**src/rtl/ps2_key_event_decoder.sv**
```systemverilog
// PS/2 keyboard receiver: synchronises the line, checks frames, decodes E0/F0 prefixes
// into make/break events in a FIFO and tracks held direction keys.
module ps2_key_event_decoder #(
  parameter int SYNC_STAGES    = 2,
  parameter int TIMEOUT_CYCLES = 100000,
  parameter int FIFO_DEPTH     = 8,
  parameter int ACCEPT_KEYPAD  = 0
) (
  input  logic       clk,
  input  logic       rst,
  input  logic       key_clk,
  input  logic       key_data,
  output logic       evt_valid,
  input  logic       evt_ready,
  output logic [9:0] evt_data,
  output logic       kup,
  output logic       kdown,
  output logic       kleft,
  output logic       kright,
  output logic       dir_pulse,
  output logic [1:0] dir_code,
  output logic       frame_err,
  output logic       overflow,
  input  logic       ovf_clr
);

  localparam int TW = $clog2(TIMEOUT_CYCLES + 1);
  localparam int AW = $clog2(FIFO_DEPTH);
  localparam logic [TW-1:0] T_LAST  = TW'(TIMEOUT_CYCLES - 1);
  localparam logic [TW-1:0] T_ONE   = TW'(1);
  localparam logic [AW:0]   PTR_ONE = (AW + 1)'(1);

  typedef enum logic [1:0] {IDLE, DATA, PARITY, STOP} rx_state_t;

  logic [SYNC_STAGES-1:0] clk_sync, dat_sync;
  logic                   prev_clk;
  logic                   ps_clk, ps_dat, fe;

  always_ff @(posedge clk) begin
    if (rst) begin
      clk_sync <= '1;
      dat_sync <= '1;
      prev_clk <= 1'b1;
    end else begin
      clk_sync <= {clk_sync[SYNC_STAGES-2:0], key_clk};
      dat_sync <= {dat_sync[SYNC_STAGES-2:0], key_data};
      prev_clk <= ps_clk;
    end
  end

  assign ps_clk = clk_sync[SYNC_STAGES-1];
  assign ps_dat = dat_sync[SYNC_STAGES-1];
  assign fe     = prev_clk & ~ps_clk;

  rx_state_t     state;
  logic [2:0]    bit_cnt;
  logic [7:0]    shreg;
  logic          parity_ok;
  logic [TW-1:0] tcnt;
  logic          byte_valid;

  always_ff @(posedge clk) begin
    if (rst) begin
      state      <= IDLE;
      bit_cnt    <= 3'd0;
      shreg      <= 8'd0;
      parity_ok  <= 1'b0;
      tcnt       <= '0;
      byte_valid <= 1'b0;
      frame_err  <= 1'b0;
    end else begin
      byte_valid <= 1'b0;
      frame_err  <= 1'b0;
      if (fe) begin
        tcnt <= '0;
        case (state)
          IDLE: begin
            if (!ps_dat) begin
              state   <= DATA;
              bit_cnt <= 3'd0;
            end else begin
              frame_err <= 1'b1;
            end
          end
          DATA: begin
            shreg   <= {ps_dat, shreg[7:1]};
            bit_cnt <= bit_cnt + 3'd1;
            if (bit_cnt == 3'd7) state <= PARITY;
          end
          PARITY: begin
            parity_ok <= ^{shreg, ps_dat};
            state     <= STOP;
          end
          STOP: begin
            if (ps_dat && parity_ok) byte_valid <= 1'b1;
            else                     frame_err  <= 1'b1;
            state <= IDLE;
          end
          default: state <= IDLE;
        endcase
      end else if (state != IDLE) begin
        // A stalled frame is abandoned so a later clean frame can resync.
        if (tcnt == T_LAST) begin
          state     <= IDLE;
          frame_err <= 1'b1;
          tcnt      <= '0;
        end else begin
          tcnt <= tcnt + T_ONE;
        end
      end
    end
  end

  logic       ext, brk;
  logic       ev_wr;
  logic [9:0] ev_dat;
  logic       pad_code, wasd_code;
  logic [1:0] dsel;
  logic       arrow_hit, wasd_hit, kp_hit;

  always_comb begin
    ev_wr     = byte_valid && (shreg != 8'hE0) && (shreg != 8'hF0);
    ev_dat    = {brk, ext, shreg};
    pad_code  = 1'b0;
    wasd_code = 1'b0;
    dsel      = 2'd0;
    case (shreg)
      8'h75: begin pad_code  = 1'b1; dsel = 2'd0; end
      8'h72: begin pad_code  = 1'b1; dsel = 2'd1; end
      8'h6B: begin pad_code  = 1'b1; dsel = 2'd2; end
      8'h74: begin pad_code  = 1'b1; dsel = 2'd3; end
      8'h1D: begin wasd_code = 1'b1; dsel = 2'd0; end
      8'h1B: begin wasd_code = 1'b1; dsel = 2'd1; end
      8'h1C: begin wasd_code = 1'b1; dsel = 2'd2; end
      8'h23: begin wasd_code = 1'b1; dsel = 2'd3; end
      default: ;
    endcase
    arrow_hit = ev_wr & ext & pad_code;
    wasd_hit  = ev_wr & ~ext & wasd_code;
    kp_hit    = ev_wr & ~ext & pad_code & (ACCEPT_KEYPAD != 0);
  end

  // Each key source is held separately so releasing W does not drop a held up-arrow.
  logic [3:0] held_arrow, held_wasd, held_kp;

  always_ff @(posedge clk) begin
    if (rst) begin
      ext        <= 1'b0;
      brk        <= 1'b0;
      held_arrow <= 4'd0;
      held_wasd  <= 4'd0;
      held_kp    <= 4'd0;
      dir_pulse  <= 1'b0;
      dir_code   <= 2'd0;
    end else begin
      dir_pulse <= 1'b0;
      if (frame_err) begin
        ext <= 1'b0;
        brk <= 1'b0;
      end else if (byte_valid) begin
        if (shreg == 8'hE0)      ext <= 1'b1;
        else if (shreg == 8'hF0) brk <= 1'b1;
        else begin
          ext <= 1'b0;
          brk <= 1'b0;
        end
      end
      if (arrow_hit) held_arrow[dsel] <= ~brk;
      if (wasd_hit)  held_wasd[dsel]  <= ~brk;
      if (kp_hit)    held_kp[dsel]    <= ~brk;
      if ((arrow_hit | wasd_hit | kp_hit) && !brk) begin
        dir_pulse <= 1'b1;
        dir_code  <= dsel;
      end
    end
  end

  assign kup    = held_arrow[0] | held_wasd[0] | held_kp[0];
  assign kdown  = held_arrow[1] | held_wasd[1] | held_kp[1];
  assign kleft  = held_arrow[2] | held_wasd[2] | held_kp[2];
  assign kright = held_arrow[3] | held_wasd[3] | held_kp[3];

  logic [9:0] mem [FIFO_DEPTH];
  logic [AW:0] wr_ptr, rd_ptr;
  logic        empty, full, pop, push;

  assign empty = (wr_ptr == rd_ptr);
  assign full  = (wr_ptr[AW] != rd_ptr[AW]) && (wr_ptr[AW-1:0] == rd_ptr[AW-1:0]);
  assign pop   = evt_valid & evt_ready;
  assign push  = ev_wr & (~full | pop);

  always_ff @(posedge clk) begin
    if (rst) begin
      wr_ptr   <= '0;
      rd_ptr   <= '0;
      overflow <= 1'b0;
    end else begin
      if (push) wr_ptr <= wr_ptr + PTR_ONE;
      if (pop)  rd_ptr <= rd_ptr + PTR_ONE;
      if (ev_wr && full && !pop) overflow <= 1'b1;
      else if (ovf_clr)          overflow <= 1'b0;
    end
  end

  always_ff @(posedge clk) begin
    if (push) mem[wr_ptr[AW-1:0]] <= ev_dat;
  end

  assign evt_valid = ~empty;
  assign evt_data  = evt_valid ? mem[rd_ptr[AW-1:0]] : 10'd0;

endmodule

```
**config.mk**
```make
export PLATFORM = sky130hd
export DESIGN_NAME = ps2_key_event_decoder
export DESIGN_NICKNAME = d
export VERILOG_FILES = /design/src/rtl/ps2_key_event_decoder.sv
export SDC_FILE = /design/constraint.sdc
export NUM_CORES = 1
export LEC_CHECK = 0
export CAP_MARGIN = 30
export CORE_ASPECT_RATIO = 1.2
export CORE_MARGIN = 2
export CORE_UTILIZATION = 45
export CTS_CLUSTER_DIAMETER = 80
export DETAILED_ROUTE_END_ITERATION = 10
export GPL_TIMING_DRIVEN = 0
export SYNTH_ARGS = -nofsm -noshare
export SYNTH_HDL_FRONTEND = slang
export SYNTH_SLANG_ARGS = --single-unit
```
**constraint.sdc**
```tcl
create_clock -name clk -period 6.1 [get_ports clk]
set_clock_uncertainty 0.15 [all_clocks]
set_input_delay 0.61 -clock clk [delete_from_list [all_inputs] [get_ports clk]]
set_output_delay 0.61 -clock clk [all_outputs]
set_load 0.1 [all_outputs]
```
# ---- Yosys cells after proc, flatten, opt, wreduce, memory -nomap -nowiden
# Memory sizes are Yosys's and may differ from the RTL's. A register that Yosys moved wholly into a read port is not among the register bits.
# Cells that the tools add are included.
# W data, S select, Z words.
dict set report op_classes {
  add_sub_neg 4
  magnitude_cmp 2
  n_eq_ne 24
  n_reduce_logical 31
  muxes 34
  bitwise 21
}
# op n
set ops {}
lappend ops {{$eq A8 B7 Y1 const B} 4}
lappend ops {{$eq A8 B5 Y1 const B} 3}
lappend ops {{$add A17 B1 Y17 const B} 1}
lappend ops {{$eq A17 B17 Y1 const B} 1}
lappend ops {{$mux W1} 17}
lappend ops {{$mux W17} 1}
lappend ops {{$eq A8 B8 Y1 const B} 2}
lappend ops {{$ne A8 B8 Y1 const B} 2}
lappend ops {{$mux W10} 1}
lappend ops {{$mux W2} 5}
lappend ops {{$reduce_bool A2 Y1} 5}
lappend ops {{$reduce_or A2 Y1} 5}
lappend ops {{$mux W3} 3}
lappend ops {{$reduce_xor A9 Y1} 1}
lappend ops {{$add A4 B1 Y4 const B} 2}
lappend ops {{$bwmux W4} 2}
lappend ops {{$eq A8 B6 Y1 const B} 1}
lappend ops {{$logic_and A1 B1 Y1} 8}
lappend ops {{$not A1 Y1} 8}
lappend ops {{$pmux W2 S4} 1}
lappend ops {{$reduce_and A2 Y1} 4}
lappend ops {{$reduce_or A4 Y1} 2}
lappend ops {{$and A1 B1 Y1} 7}
lappend ops {{$ne A3 B3 Y1 const B} 2}
lappend ops {{other kinds (20)} 28}
dict set report totals {
  output_inout_bits 20
  word_cells 136
  mem_bits_rw 80
  reg_bits 60
  mem_count 1
}
# memory depth word_bits read_ports rd_clocked_by_memory_dff write_ports line
set memory_table {}
lappend memory_table {mem 8 10 1 1 1 183} ;# logic [9:0] mem [FIFO_DEPTH];

# ---- Depth between registers and ports, before layout
dict set report depth {
  depth_word 8
  depth_mapped 9
  mapped_depth_nobuf 7
}

# ---- Least setup slack after synthesis
# No wires, ideal clock.
dict set report synth_path {
  path_type {reg-to-output}
  startpoint {register wr_ptr[1]}
  endpoint {output port evt_data[0]}
  setup_slack_ns 2.847
  t_arrival_ns 2.493
  path_stages_with_launch 7
  path_cell_list {dfxtp_1 clkbuf_1 xnor2_1 and3_1 and2_1 clkbuf_1 nor2_1}
}
dict set report synth_between {
  elab_chain_cells 2
}
# item line
set synth_lines {}
lappend synth_lines {{from (decl)} 184} ;# logic [AW:0] wr_ptr, rd_ptr;
lappend synth_lines {{from (signal assigned)} 198} ;# if (push) wr_ptr <= wr_ptr + PTR_ONE;
lappend synth_lines {{$eq A4 B4 Y1} 187} ;# assign empty = (wr_ptr == rd_ptr);
lappend synth_lines {{$mux W10} 210} ;# assign evt_data = evt_valid ? mem[rd_ptr[AW-1:0]] : 10'd0;
lappend synth_lines {{to (decl)} 15} ;# output logic [9:0] evt_data,
# No other way between the ends.

# ---- Worst setup path after layout
dict set report layout_path {
  startpoint {register wr_ptr[1]}
  endpoint {output port evt_data[9]}
}
# Same word-level chain as after synthesis.

==> results.sh <==
export IMPL_outcome="completed"
export IMPL_ioPinCount=26
export IMPL_setup_viol=0
export IMPL_syn_nets=491
export IMPL_clockBufferDepth=2
export IMPL_post_drt_wl_per_cell_um=17.18
export IMPL_cts_setup_buffers=0
export IMPL_hold_viol=0
export IMPL_fin_crit_ns=4.195
export IMPL_grt_remaining_overflow=0
export IMPL_n_antenna_cell=0
export IMPL_synth_warnings=0
export IMPL_synth_common_cells="edfxtp_1 (80), dfxtp_1 (63), nor2_1 (41), nand2_1 (29), nand3_1 (24)"
export IMPL_gp_congestion=0.7708
export IMPL_route_vias_total=3795
export IMPL_drv_cap=0
export IMPL_die_h_um=131.5
export IMPL_worstPathRequired_ns=5.34
export IMPL_gr_usage_met1_pct=22.09
export IMPL_synth_edf_count=80
export IMPL_tritoncts="yes"
export IMPL_hpwl_mm=8.310
export IMPL_p_leak_nw=2.408
export IMPL_ctsResizeCount=0
export IMPL_rows=46
export IMPL_use_met2_pct=30.88
export IMPL_cts_root_buf="clkbuf_16"
export IMPL_die_x_um=110.2
export IMPL_drive_gt1_share_pct=18.15
export IMPL_synth_seq_cells=143
export IMPL_critical_path_class="reg2out"
export IMPL_grt_util_met3_pct=4.464
export IMPL_top_usage_layer="met2"
export IMPL_crit_path_max_fanout=10
export IMPL_ant_nets=0
export IMPL_place_ws_ns=2.302
export IMPL_grt_max_degree=17
export IMPL_yosys_area_top_type="edfxtp_1"
export IMPL_syn_area_um2=6092
export IMPL_core_area_um2=13240
export IMPL_clk_latency_ns=0.42
export IMPL_netlist_cell_type_count=59
export IMPL_fin_crit_sh_pct=68.77
export IMPL_cts_buffers=17
export IMPL_worst_ir_drop_vdd_uv=148.2
export IMPL_synth_async_sr_flop_share_pct=0
export IMPL_route_detailed_drc=0
export IMPL_fmax_mhz=238.4
export IMPL_worstMarginPinSlew_ns=0.9806
export IMPL_final_area_um2=7266
export IMPL_slew_headroom_pct=34.42
export IMPL_syn_inst=475
export IMPL_synth_top_area_share_pct=39.43
export IMPL_drt_iter0_markers=203
export IMPL_cp_start_kind="register"
export IMPL_synthFlopType="edfxtp_1"
export IMPL_start_util_pct=46.02
export IMPL_die_area_um2=14490
export IMPL_cts_sinks=143
export IMPL_fin_util_pct=54.89
export IMPL_h_tree_depth=4
export IMPL_clkTransAtPathRegs_ns=0.06
export IMPL_hp_class="reg2reg"
export IMPL_grt_pass1_vias=3789
export IMPL_antenna_found_initial=0
export IMPL_maxSlewViolCount=0
export IMPL_fin_nets=543
export IMPL_worstPathArrival_ns=3.43
export IMPL_setup_tns_ns=0
export IMPL_p_per_area_nw_per_um2=280.7
export IMPL_cts_hold_buf=0
export IMPL_fin_ws_ns=1.905
export IMPL_dpl_cell_area_um2=6686
export IMPL_synth_most_common_cell="edfxtp_1"
export IMPL_ys_top_cells_by_area="edfxtp_1 (39%), dfxtp_1 (21%), mux4_2 (7.4%)"
export IMPL_area_growth_pct=19.26
export IMPL_synth_seq_area_share_pct=60.14
export IMPL_vias_per_cell=5.360
export IMPL_power_mw=2.039
export IMPL_drt_total_wl_mm=12.17
export IMPL_syn_avg_cell_area_um2=12.83
export IMPL_grt_pass1_wl_mm=19.68
export IMPL_filler_cell_count=1148
export IMPL_first_pass_iters=4
export IMPL_track_usage_pct=18.12
export IMPL_portBuffers=25
export IMPL_crit_path_end_kind="output pin"
export IMPL_rsz0062_at_grt="no"
==> layout by cell type (no fill, tap or decap), drive strengths merged, types with 4 or more instances in the layout <==
cell and n:
or2 10, mux4 20, nand2 29, inv 19
clkinv 5, buf 20, and3 6, nor4bb 4
or3 4, nor3b 5, nand4 4, nor4 6
xor2 17, a21oi 22, xnor2 13, edfxtp 80
nand4b 4, nor2 41, o21ai 9, nor3 6
dfxtp 63, ha 10, clkbuf 32, mux2i 15
nand3 24, clkdlybuf4s50 25
==> cell families (layout without fill, tap and decap cells) <==
| family | count (synthesis) | after routing | synth area share, % |
|---|---|---|---|
| buffers and inverters | 38 | 103 | 2.608 |
| AND/OR/NAND/NOR | 164 | 164 | 14.52 |
| multiplexers | 36 | 36 | 10.10 |
| flip-flops | 143 | 143 | 60.14 |
| AO/OA/AOI/OAI | 53 | 53 | 5.895 |
| XOR/XNOR | 31 | 31 | 4.683 |
| adder cells (fa/ha/maj) | 10 | 10 | 2.054 |
==> area by class of cell <==
class                   instances  area, µm²  share of cell area [%]
multi-input cells             294       2313                   31.84
plain buffers                  27      117.6                   1.619
flip-flops and latches        143       3664                   50.42
clock buffers                  17      425.4                   5.855
inverters                      11      41.29                  0.5683
repair buffers                 33      340.3                   4.684
well taps                     168      210.2                   2.893
clock inverters                15      153.9                   2.118
==> routing by layer <==
layer | share of wire [%] | wire length [µm]
met5 | 0 | 0
met3 | 2.7 | 331
met2 | 53 | 6402
met4 | 1.3 | 154
met1 | 43 | 5276
==> stage by stage <==
| step | cells | hold WS (ns) |
|---|---|---|
| 6_report | 708 | 0.2599 |
| 5_1_grt | 708 | 0.2711 |
| 4_1_cts | 708 | 0.2629 |
| 3_5_place_dp | 676 | 0.2474 |
| 3_3_place_gp | 668 | 0.2413 |
| 2_1_floorplan | 475 | 0.2395 |
==> worst paths after layout <==
| kind | from | to | slack [ns] | depth (start not counted) |
|---|---|---|---|---|
| max reg2reg | shreg[0] | mem[1][3] | 3.20 | 6 |
| min reg2reg | clk_sync[0] | clk_sync[1] | 0.26 | 1 |
| max | wr_ptr[1] | evt_data[9] | 1.91 | 7 |
| min | clk_sync[0] | clk_sync[1] | 0.26 | 1 |
==> where the power goes <==
| group | switching [mW] | internal, mW | leakage, nW |
|---|---|---|---|
| logic | 0.0135 | 0.00694 | 0.873 |
| clock network | 0.433 | 0.577 | 0.286 |
| registers | 0.00119 | 1.01 | 1.25 |
| total | 0.447 | 1.59 | 2.41 |
==> flip-flops by register name, indices dropped and copies added, names as in the netlist, 3 cells and up, named ones only <==
| name | count |
|---|---|
| held_wasd | 4 |
| wr_ptr | 4 |
| bit_cnt | 3 |
| tcnt | 17 |
| rd_ptr | 4 |
| shreg | 8 |
| mem | 80 |
| held_arrow | 4 |
==> critical path, stage by stage, from the launching register on <==
cell and delay, ns:
dfxtp_1 0.33, clkbuf_1 0.41, xnor2_1 0.17, and3_1 0.27, and2_1 0.21, clkbuf_1 0.49, nor2_1 0.14, clkdlybuf4s50_1 1.00
(Power assumes the default switching activity.)
